`config.mk`:
```
export PLATFORM = sky130hd
export DESIGN_NAME = pwm_channel_bank
export DESIGN_NICKNAME = d
export VERILOG_FILES = /design/src/rtl/pwm_bank_pkg.sv /design/src/rtl/pwm_duty_conditioner.sv /design/src/rtl/pwm_channel_bank.sv
export SDC_FILE = /design/constraint.sdc
export NUM_CORES = 1
export LEC_CHECK = 0
export BUFFER_PORTS_ARGS = -buffer_cell sky130_fd_sc_hd__buf_4
export CORE_MARGIN = 2
export CORE_UTILIZATION = 30
export CTS_BUF_LIST = sky130_fd_sc_hd__clkbuf_8 sky130_fd_sc_hd__clkbuf_16
export DETAILED_ROUTE_END_ITERATION = 7
export PLACE_DENSITY_LB_ADDON = 0.1
export SYNTH_ARGS = -nofsm -noshare
export SYNTH_HDL_FRONTEND = slang
export SYNTH_HIERARCHICAL = 1
export SYNTH_SLANG_ARGS = --single-unit
```
`constraint.sdc`:
```
create_clock -name CLOCK_50 -period 10.1 [get_ports CLOCK_50]
set_input_delay 3.03 -clock CLOCK_50 [delete_from_list [all_inputs] [get_ports CLOCK_50]]
set_output_delay 3.03 -clock CLOCK_50 [all_outputs]
set_load 0.01 [all_outputs]
```
`src/rtl/pwm_bank_pkg.sv`:
```
// Shared types, constants and the duty conditioning helper for the PWM channel bank.
// Latency: none (declarations and a pure function only).
// Backpressure: none.
package pwm_bank_pkg;

    // Default duty / period counter width. Modules take WIDTH as a parameter and
    // derive their own limits from it.
    localparam int PWM_WIDTH  = 10;
    // Last value of the period counter before it wraps (period = 2^WIDTH-1 ticks).
    localparam int PERIOD_MAX = (1 << PWM_WIDTH) - 2;
    // Duty value that keeps an output permanently high.
    localparam int DUTY_FULL  = (1 << PWM_WIDTH) - 1;

    typedef logic [PWM_WIDTH-1:0] duty_t;

    // Saturate an offset-adjusted raw duty and map it onto 0..2^width-1.
    // Signed inputs are reduced to their magnitude and doubled, so the full
    // positive or negative range covers the whole PWM period. The final clamp
    // catches the one case that overflows: the most negative value.
    function automatic int sat_abs_scale(input int v, input int width, input bit signedIn);
        int lo;
        int hi;
        int d;
        if (signedIn) begin
            lo = -(1 << (width - 1));
            hi = (1 << (width - 1)) - 1;
        end else begin
            lo = 0;
            hi = (1 << width) - 1;
        end
        d = (v < lo) ? lo : ((v > hi) ? hi : v);
        if (signedIn) begin
            d = ((d < 0) ? -d : d) << 1;
        end
        if (d > (1 << width) - 1) begin
            d = (1 << width) - 1;
        end
        return d;
    endfunction

endpackage

```
`src/rtl/pwm_duty_conditioner.sv`:
```
// Per-channel duty conditioning: add offset, saturate, take magnitude and scale.
// Latency: purely combinational.
// Backpressure: none; the result is sampled by the bank only on load.
//
// Ports:
//   dutyRaw   in   WIDTH  raw duty word (two's complement when SIGNED_IN=1)
//   dutyCond  out  WIDTH  conditioned duty in 0..2^WIDTH-1
module pwm_duty_conditioner
    import pwm_bank_pkg::*;
#(
    parameter int WIDTH     = PWM_WIDTH,
    parameter int OFFSET    = 0,
    parameter bit SIGNED_IN = 1'b1
) (
    input  logic [WIDTH-1:0] dutyRaw,
    output logic [WIDTH-1:0] dutyCond
);

    // Two spare bits keep raw + OFFSET from wrapping before saturation.
    logic signed [WIDTH+1:0] rawExt;
    logic signed [WIDTH+1:0] offsetExt;
    logic signed [WIDTH+1:0] sum;

    always_comb begin
        rawExt    = SIGNED_IN ? {{2{dutyRaw[WIDTH-1]}}, dutyRaw} : {2'b00, dutyRaw};
        offsetExt = (WIDTH+2)'(OFFSET);
        sum       = rawExt + offsetExt;
        dutyCond  = WIDTH'(sat_abs_scale(int'(sum), WIDTH, SIGNED_IN));
    end

endmodule

```
`src/rtl/pwm_channel_bank.sv`:
```
// N-channel PWM bank with a shared prescaled period counter and double-buffered duties.
// Latency: pwm_out/period_start/update_ack are registered, one cycle behind the counter.
// Backpressure: none; load is always accepted, duties apply at the next period wrap.
//
// Ports:
//   CLOCK_50      in   1             system clock
//   RESET         in   1             asynchronous, active-high reset
//   enable        in   1             0 freezes prescaler and counter and forces pwm_out low
//   load          in   1             strobe capturing every duty_in channel into the shadow regs
//   duty_in       in   NUM_CH*WIDTH  packed raw duties, channel k at [k*WIDTH +: WIDTH]
//   pwm_out       out  NUM_CH        registered PWM outputs
//   period_start  out  1             pulse on the cycle after the counter wraps
//   update_ack    out  1             pulse on the cycle after new duties become active
module pwm_channel_bank
    import pwm_bank_pkg::*;
#(
    parameter int NUM_CH    = 8,
    parameter int WIDTH     = PWM_WIDTH,
    parameter int PRESCALE  = 1,
    parameter int OFFSET    = 0,
    parameter bit SIGNED_IN = 1'b1
) (
    input  logic                    CLOCK_50,
    input  logic                    RESET,
    input  logic                    enable,
    input  logic                    load,
    input  logic [NUM_CH*WIDTH-1:0] duty_in,
    output logic [NUM_CH-1:0]       pwm_out,
    output logic                    period_start,
    output logic                    update_ack
);

    localparam int               PRE_W    = (PRESCALE > 1) ? $clog2(PRESCALE) : 1;
    localparam logic [PRE_W-1:0] PRE_LAST = PRE_W'(PRESCALE - 1);
    localparam logic [WIDTH-1:0] CNT_LAST = WIDTH'((1 << WIDTH) - 2);

    logic [PRE_W-1:0] preCnt;
    logic [WIDTH-1:0] periodCnt;
    logic             tick;
    logic             wrap;
    logic             pending;

    logic [WIDTH-1:0] condDuty   [NUM_CH];
    logic [WIDTH-1:0] shadowDuty [NUM_CH];
    logic [WIDTH-1:0] activeDuty [NUM_CH];

    // ------------------------------------------------------------------
    // Conditioning, one instance per channel
    // ------------------------------------------------------------------
    for (genvar k = 0; k < NUM_CH; k++) begin : genCond
        pwm_duty_conditioner #(
            .WIDTH     (WIDTH),
            .OFFSET    (OFFSET),
            .SIGNED_IN (SIGNED_IN)
        ) uCond (
            .dutyRaw  (duty_in[k*WIDTH +: WIDTH]),
            .dutyCond (condDuty[k])
        );
    end

    // ------------------------------------------------------------------
    // Timebase: prescaler and period counter, both frozen while disabled
    // ------------------------------------------------------------------
    assign tick = enable && (preCnt == PRE_LAST);
    assign wrap = tick && (periodCnt == CNT_LAST);

    always_ff @(posedge CLOCK_50 or posedge RESET) begin
        if (RESET) begin
            preCnt <= '0;
        end else if (enable) begin
            preCnt <= (preCnt == PRE_LAST) ? '0 : preCnt + 1'b1;
        end
    end

    always_ff @(posedge CLOCK_50 or posedge RESET) begin
        if (RESET) begin
            periodCnt <= '0;
        end else if (tick) begin
            periodCnt <= wrap ? '0 : periodCnt + 1'b1;
        end
    end

    // ------------------------------------------------------------------
    // Double buffer. A load that lands on the wrap cycle bypasses the
    // shadow so the new duties are not held back a whole extra period.
    // ------------------------------------------------------------------
    always_ff @(posedge CLOCK_50 or posedge RESET) begin
        if (RESET) begin
            for (int k = 0; k < NUM_CH; k++) begin
                shadowDuty[k] <= '0;
                activeDuty[k] <= '0;
            end
            pending    <= 1'b0;
            update_ack <= 1'b0;
        end else begin
            update_ack <= wrap && (pending || load);

            if (load) begin
                for (int k = 0; k < NUM_CH; k++) begin
                    shadowDuty[k] <= condDuty[k];
                end
            end

            if (wrap && load) begin
                for (int k = 0; k < NUM_CH; k++) begin
                    activeDuty[k] <= condDuty[k];
                end
            end else if (wrap && pending) begin
                for (int k = 0; k < NUM_CH; k++) begin
                    activeDuty[k] <= shadowDuty[k];
                end
            end

            if (wrap) begin
                pending <= 1'b0;
            end else if (load) begin
                pending <= 1'b1;
            end
        end
    end

    // ------------------------------------------------------------------
    // Comparators. Counter tops out at 2^WIDTH-2, so a full-scale duty
    // keeps the output high and zero keeps it low.
    // ------------------------------------------------------------------
    always_ff @(posedge CLOCK_50 or posedge RESET) begin
        if (RESET) begin
            pwm_out      <= '0;
            period_start <= 1'b0;
        end else begin
            period_start <= wrap;
            for (int k = 0; k < NUM_CH; k++) begin
                pwm_out[k] <= enable && (periodCnt < activeDuty[k]);
            end
        end
    end

endmodule

```
== After elaboration in Yosys (flattened, before gate mapping) ==
Index checks and enable logic that the tools add are counted.
W data, S select, Z words.
Storage, ports and cells
  register bits after elaboration: 182
  input port bits: 84
  output and inout bits: 10
  logic and storage cells: 128
Cells by class
  add/subtract/negate cells: 10
  order comparisons: 40
  equal/unequal tests: 1
  multiplexer cells: 38
  bitwise logic cells: 1
  reductions and logical operators: 16
Operators with widths (count)
  $mux W32: 16
  $gt A32 B11 Y1 const B: 8
  $lt A32 B1 Y1 const B: 8
  $mux W31: 8
  $neg A31 Y31: 8
  $mux W80: 2
  $mux W10: 9
  $gt A10 B10 Y1 const B: 8
  $lt A10 B10 Y1: 8
  $lt A10 B10 Y1 const B: 8
  $logic_and A1 B1 Y1: 13
  $add A10 B1 Y10 const B: 1
  $eq A10 B10 Y1 const B: 1
  $reduce_bool A2 Y1: 2
  $mux W1: 3
  $add A1 B1 Y1 const B: 1
  $logic_or A1 B1 Y1: 1
  $not A1 Y1: 1

== Depth between registers and ports, before layout ==
Gate-level depths: netlist of run 1.
  depth after elaboration: 8
  depth in mapped cells: 10

== Cells and area by module ==
Netlist of run 1, hierarchy kept.
By module, submodules not included
  pwm_channel_bank: times used 1, cells an instance 770, area each 8708.4 um2, sequential area each 4529.3 um2
  pwm_duty_conditioner: times used 8, cells an instance 46, area each 279.0 um2, sequential area each 0.0 um2

== Least setup slack after synthesis of run 1 ==
Ideal clock, no wire load.
  kind: input to register
  start: input duty_in[1]
  end: register activeDuty[77] in the netlist's numbering
  library setup time: 0.124 ns
  data arrival time: 4.507 ns
  slack: 5.469 ns
  cell stages on the path: 9
  path through: inv_1 ha_1 or3b_1 clkbuf_1 a211oi_1 nor3_2 mux2_2 nor3_1 a21oi_1
RTL lines
  start, declared: RTL line pwm_channel_bank.sv:27  | input logic [NUM_CH*WIDTH-1:0] duty_in,
  end signal, assigned by index: RTL line pwm_channel_bank.sv:106  | activeDuty[k] <= condDuty[k];
  end signal, assigned by index: RTL line pwm_channel_bank.sv:110  | activeDuty[k] <= shadowDuty[k];
  end, declared: RTL line pwm_channel_bank.sv:45  | logic [WIDTH-1:0] activeDuty [NUM_CH];

== Worst setup path in the final report of run 1 ==
  start: input enable
  end: register activeDuty[40] in the netlist's numbering
On the way
  cells in the longest elaborated chain, start to end: 4
  elaborated cells on any way between the ends: 6
  classes of those cells: mux: 1; reduce/logical: 5
Ends and longest elaborated chain
  start, declared: RTL line pwm_channel_bank.sv:25  | input logic enable,
  $logic_and A1 B1 Y1 *: RTL line pwm_channel_bank.sv:64  | assign tick = enable && (preCnt == PRE_LAST);
  $logic_and A1 B1 Y1 *: RTL line pwm_channel_bank.sv:65  | assign wrap = tick && (periodCnt == CNT_LAST);
  $logic_and A1 B1 Y1, on equally long branches: RTL line pwm_channel_bank.sv:104, pwm_channel_bank.sv:108
  $mux W80 or $reduce_bool A2 Y1 (tied branches)
Every way passes the cells marked *; elsewhere a longest branch is shown, timed or not.
A chain may end at the register's enable or synchronous reset.

==> results.sh, run 1 <==
export IMPL_status="completed"
export IMPL_synth_avg_cell_area_um2=9.61
export IMPL_ys_warnings_count=6
export IMPL_grt_pass1_wl_mm=45.0
export IMPL_layout_cells_most_common="dfrtp_1"
export IMPL_grt_pass1_vias=8510
export IMPL_clock_sinks=181
export IMPL_dr_pass1_iters=5
export IMPL_final_period_utilization_pct=51.1
export IMPL_whs_ps=495
export IMPL_antenna_cells=0
export IMPL_path_class="in -> reg"
export IMPL_vdd_drop_max_mv=0.120
export IMPL_die_h_um=195
export IMPL_synth_top_area_cell="dfrtp_1"
export IMPL_die_area_mm2=0.0380
export IMPL_drc=0
export IMPL_postPlaceCellArea_mm2=0.0120
export IMPL_critical_path_top_delay_family="buffers and inverters"
export IMPL_cpMaxStageDelayCell="buf_4"
export IMPL_antenna_found_initial=0
export IMPL_hold_viol=0
export IMPL_cts_hold_buf=0
export IMPL_clock_latency_ps=440
export IMPL_start_util_pct=30.6
export IMPL_grt_overflow=0
export IMPL_vias=8419
export IMPL_leakagePower_nw=6.16
export IMPL_fin_setup_tns_ps=0
export IMPL_final_cells=1664
export IMPL_drv_slew=0
export IMPL_critPathCaptureType="register"
export IMPL_utilization_pct=35.2
export IMPL_cpPeakStageDelay_ps=550
export IMPL_vias_per_cell=5.06
export IMPL_clkTransAtPathRegs_ps=70
export IMPL_timing_fmax_mhz=194
export IMPL_slew_headroom_pct=38.8
export IMPL_mostFrequentLayoutCells="dfrtp_1, a21oi_1, inv_1"
export IMPL_total_power_mw=1.84
export IMPL_critPathRequiredTime_ps=10410
export IMPL_fin_area_mm2=0.0126
export IMPL_powerDensity_mw_per_mm2=146
export IMPL_ys_seq_elements=181
export IMPL_drv_cap=0
export IMPL_worst_pin_slew_ps=918
export IMPL_synthArstFlopShare_pct=100
export IMPL_cp_common_cell="buf_4"
export IMPL_wl_per_cell_um=16.2
export IMPL_path_cells="buf_4, and3_1, nand4_4, clkinv_2, o21ai_4, buf_4, inv_2, mux2_2"
export IMPL_area_growth_pct=14.9
export IMPL_gp_congestion=0.795
export IMPL_hold_class="reg -> reg"
export IMPL_cts_setup_buffers=0
export IMPL_core_mm2=0.0357
export IMPL_synth_edf_count=0
export IMPL_cts_root_buf="clkbuf_16"
export IMPL_grt_max_degree=119
export IMPL_synth_seq_area_share_pct=41.4
export IMPL_mappedNetlistNets=1304
export IMPL_ys_flop_type="dfrtp_1"
export IMPL_rows=69
export IMPL_drive_gt1_share_pct=19.2
export IMPL_place_inst=1633
export IMPL_arrival_ps=5480
export IMPL_ant_nets=0
export IMPL_detailed_place_hpwl_mm=18.2
export IMPL_synth_distinct_cells=46
export IMPL_cts_buffers=17
export IMPL_die_x_um=195
export IMPL_htree_levels=4
export IMPL_pre_cts_slack_ps=4490
export IMPL_cp_max_fo=40
export IMPL_drt_iter0_markers=381
export IMPL_rsz0062_at_grt="false"
export IMPL_ios=94
export IMPL_synth_area_leaders="dfrtp_1, ha_1, mux2_2, a21oi_1, inv_1"
export IMPL_fin_crit_ps=5170
export IMPL_syn_area_mm2=0.0109
export IMPL_startpoint_type="input port"
export IMPL_fin_skew_ps=18.9
export IMPL_wl_mm=26.9
export IMPL_cts_tree="done"
export IMPL_finalNetCount=1357
export IMPL_grt_usage_pct=14.5
export IMPL_setup_viol=0
export IMPL_worst_path_buf_inv=4
export IMPL_numPortBuffers=93
export IMPL_synth_top_area_share_pct=41.4
export IMPL_ctsResizeCount=0
export IMPL_layout_setup_ws_ps=4930
export IMPL_clockBufferDepth=2
export IMPL_syn_inst=1138
worst reg2reg max path: stages, from the launching register on:
cell,delay (ps)
dfrtp_1,670
and4_1,450
nand4_4,120
clkinv_2,280
o21ai_4,400
buf_4,570
inv_2,220
mux2_2,320
flip-flops by register name, indices dropped and copies added, names as in the netlist:
name	flops
pwm_out	8
shadowDuty	80
period_start	1
activeDuty	80
update_ack	1
periodCnt	10
pending	1
cell families after synthesis:
kind of cell    count (synthesis)  share of synthesized area, %
compound gates                283                          17.2
buf+inv                       187                          7.06
xor+xnor                       14                          1.12
simple gates                  309                          15.5
fa+ha+maj                      82                          9.38
flops                         181                          41.4
mux                            82                          8.43
final cells by class:
type	count	area (um2)
Tap cell	461	577
Timing Repair Buffer	98	736
Clock inverter	14	170
Inverter	123	470
Clock buffer	17	425
Multi-Input combinational cell	770	5660
Fill cell	3677	23200
Sequential cell	181	4530
synth_stat cells, types with 9 or more instances:
cell / n
a21o_1: 16
a21oi_1: 122
a2bb2oi_1: 14
and3_1: 11
and4_1: 9
buf_2: 19
clkbuf_1: 37
dfrtp_1: 181
ha_1: 82
inv_1: 121
mux2_2: 81
nand2_1: 52
nand2b_1: 16
nand4_1: 27
nor2_1: 49
nor3_1: 90
o21a_1: 15
o21ai_0: 21
o311a_1: 24
o41ai_1: 16
or3_1: 16
path summary, 6_finish.rpt:
kind,slack [ps],to,cells after the start,startpoint
max reg2reg,6950,activeDuty[40],7,periodCnt[7]
max in group asynchronous,5980,periodCnt[6],3,RESET
max,4930,activeDuty[40],8,enable
min,500,shadowDuty[30],1,shadowDuty[30]
min in group asynchronous,2740,shadowDuty[47],2,RESET
min reg2reg,500,shadowDuty[30],1,shadowDuty[30]
power by group:
group	switching (mW)	leakage [nW]	internal, mW
combinational	0.168	3.93	0.144
sequential	0.0771	1.94	0.773
clock	0.303	0.289	0.372
total	0.548	6.16	1.29
metal layers:
metal	wire length [um]	vias up	GRT usage, %
met4	250	0	3.14
met5	0	-	0
li1	-	4226	-
met3	574	15	2.00
met1	13600	4081	20.7
met2	12400	97	23.5
No activity file was read; power rests on OpenSTA's default activity.
==> run 2: changes to the inputs <==
--- a/config.mk
+++ b/config.mk
@@ -5,6 +5,7 @@
 export SDC_FILE = /design/constraint.sdc
 export NUM_CORES = 1
 export LEC_CHECK = 0
+export ABC_AREA = 1
 export BUFFER_PORTS_ARGS = -buffer_cell sky130_fd_sc_hd__buf_4
 export CORE_MARGIN = 2
 export CORE_UTILIZATION = 30
==> constraint.sdc (replaced) <==
create_clock -name CLOCK_50 -period 4.58 [get_ports CLOCK_50]
set_input_delay 1.374 -clock CLOCK_50 [delete_from_list [all_inputs] [get_ports CLOCK_50]]
set_output_delay 1.374 -clock CLOCK_50 [all_outputs]
set_load 0.01 [all_outputs]
==> run 2 against run 1 <==
Sequential share of layout area shrank 2.4 points. Utilization decreased by 0.18 points. Cell area rose by 7.1%. Clock skew down 0.76 ps. Routed wire length up 1.8%. Die area is 6.5% higher. Via count up 12%. First-iteration DRC count grew 16%. Sequential power rose by 130%. Hold slack lost 25 ps. Register-to-register slack worse by 5000 ps. Critical endpoint is now activeDuty[43]. Count of clock-buffer cells in the layout is the same.
==> results.sh, run 2 <==
export IMPL_status="completed"
export IMPL_multiInputGateArea_mm2=0.00592
export IMPL_critPathCaptureType="register"
export IMPL_drc=0
export IMPL_die_area_mm2=0.0405
export IMPL_r2r_end="activeDuty[43]"
export IMPL_vias_per_cell=4.30
export IMPL_fin_skew_ps=18.2
export IMPL_fin_crit_ps=2780
export IMPL_hold_class="reg -> reg"
export IMPL_synth_distinct_cells=30
export IMPL_final_cells=2194
export IMPL_grt_max_degree=79
export IMPL_rr_startpoint="periodCnt[1]"
export IMPL_crit_start="load"
export IMPL_final_period_utilization_pct=60.6
export IMPL_place_inst=2164
export IMPL_r2r_setup_slack_ps=2000
export IMPL_vdd_drop_max_mv=0.245
export IMPL_core_mm2=0.0385
export IMPL_setup_viol=0
export IMPL_ant_nets=0
export IMPL_ys_flop_type="dfrtp_1"
export IMPL_clkTransAtPathRegs_ps=80
export IMPL_mappedNetlistNets=1748
export IMPL_rows=72
export IMPL_synthArstFlopShare_pct=100
export IMPL_grt_overflow=0
export IMPL_startpoint_type="input port"
export IMPL_syn_area_mm2=0.0117
export IMPL_drive_gt1_share_pct=17.9
export IMPL_critPathRequiredTime_ps=4900
export IMPL_wl_per_cell_um=12.5
export IMPL_arrival_ps=3100
export IMPL_numPortBuffers=93
export IMPL_synth_top_area_cell="dfrtp_1"
export IMPL_vias=9430
export IMPL_rsz0062_at_grt="false"
export IMPL_synth_top_area_share_pct=38.8
export IMPL_slew_headroom_pct=44.1
export IMPL_drv_cap=0
export IMPL_die_h_um=201
export IMPL_clock_latency_ps=430
export IMPL_die_x_um=201
export IMPL_ys_seq_elements=181
export IMPL_layout_cells_most_common="nand2_1"
export IMPL_wl_mm=27.4
export IMPL_grt_pass1_wl_mm=46.9
export IMPL_worst_pin_slew_ps=839
export IMPL_total_power_mw=4.58
export IMPL_powerDensity_mw_per_mm2=341
export IMPL_fillers=4177
export IMPL_cts_setup_buffers=0
export IMPL_cp_max_fo=38
export IMPL_start_util_pct=30.3
export IMPL_synth_seq_area_share_pct=38.8
export IMPL_synth_avg_cell_area_um2=7.37
export IMPL_antenna_cells=0
export IMPL_synth_common_cells="nand2_1, inv_1, dfrtp_1, nor2_1, ha_1"
export IMPL_detailed_place_hpwl_mm=19.3
export IMPL_synth_edf_count=0
export IMPL_drt_iter0_markers=441
export IMPL_cts_root_buf="clkbuf_16"
export IMPL_ios=94
export IMPL_crit_path_end="activeDuty[43]"
export IMPL_hold_viol=0
export IMPL_dr_pass1_iters=6
export IMPL_clockBufferDepth=2
export IMPL_cts_hold_buf=0
export IMPL_finalNetCount=1831
export IMPL_htree_levels=4
export IMPL_utilization_pct=35.0
export IMPL_cts_tree="done"
export IMPL_drv_slew=0
export IMPL_whs_ps=471
export IMPL_area_growth_pct=15.4
export IMPL_min_from="shadowDuty[79]"
export IMPL_grt_usage_pct=14.1
export IMPL_leakagePower_nw=7.37
export IMPL_antenna_found_initial=0
export IMPL_path_class="in -> reg"
export IMPL_hold_depth=2
export IMPL_r2r_cells=7
export IMPL_largestRegisters="activeDuty x80, shadowDuty x80, periodCnt x10"
export IMPL_gp_congestion=0.777
export IMPL_ys_warnings_count=6
export IMPL_syn_inst=1582
export IMPL_ff_latch_area_mm2=0.00453
export IMPL_cts_buffers=17
export IMPL_ctsResizeCount=0
export IMPL_synth_area_leaders="dfrtp_1, nand2_1, ha_1, inv_1, nand3_2"
export IMPL_fin_setup_tns_ps=0
export IMPL_mostFrequentLayoutCells="nand2_1, inv_1, dfrtp_1"
export IMPL_timing_fmax_mhz=360
export IMPL_clock_sinks=181
export IMPL_grt_pass1_vias=9177
export IMPL_yosysMostFrequentCell="nand2_1"
[run 2: report_power, final]
part / internal, mW / total [mW] / switching, mW
clock: 0.862 / 1.52 / 0.657
sequential: 1.76 / 1.93 / 0.173
combinational: 0.436 / 1.14 / 0.701
total: 3.05 / 4.58 / 1.53
[run 2: metal layers]
layer	global-route usage (%)	vias up	share of wire (%)
li1	-	5040	-
met1	20.2	4295	52
met2	22.9	91	45
met3	2.24	4	2.4
met4	2.21	0	0.38
met5	0	-	0
[run 2: metrics by stage]
stage	setup WS [ps]	cell area, um2
final	1800	13500
after global placement	1400	12900
after floorplan	883	11700
after detailed placement	1330	12900
after CTS	1790	13500
after global routing	1610	13500
[run 2: how the worst min path moves through the flow]
stage / end / slack, ps
after floorplan: shadowDuty[15] / 430
after global placement: shadowDuty[28] / 450
after detailed placement: shadowDuty[18] / 460
after CTS: shadowDuty[79] / 480
after global routing: shadowDuty[69] / 490
final: shadowDuty[79] / 470
[run 2: cell families (layout without fill, tap and decap cells)]
logic type | after synthesis | count (layout) | share of synthesized area (%)
buf+inv | 294 | 388 | 10.4
simple gates | 863 | 863 | 34.5
fa+ha+maj | 82 | 82 | 8.80
xor+xnor | 9 | 9 | 0.676
compound gates | 153 | 153 | 6.77
flops | 181 | 181 | 38.8
[run 2: worst max-delay path: stages]
cell     delay, ps
buf_4          120
inv_2           30
buf_4          310
nand2_1        150
nand3_4        400
buf_4          440
nand2_1        100
o21ai_0         90
inv_1           50
[run 2: layout make-up]
cell class / instances / area share, %
clock buffer: 17 / 3.16
sequential: 181 / 33.6
clock inverter: 13 / 1.27
inverter: 252 / 7.05
multi-input combinational: 1107 / 44.0
timing repair buffer: 106 / 6.10
tap: 518 / 4.81
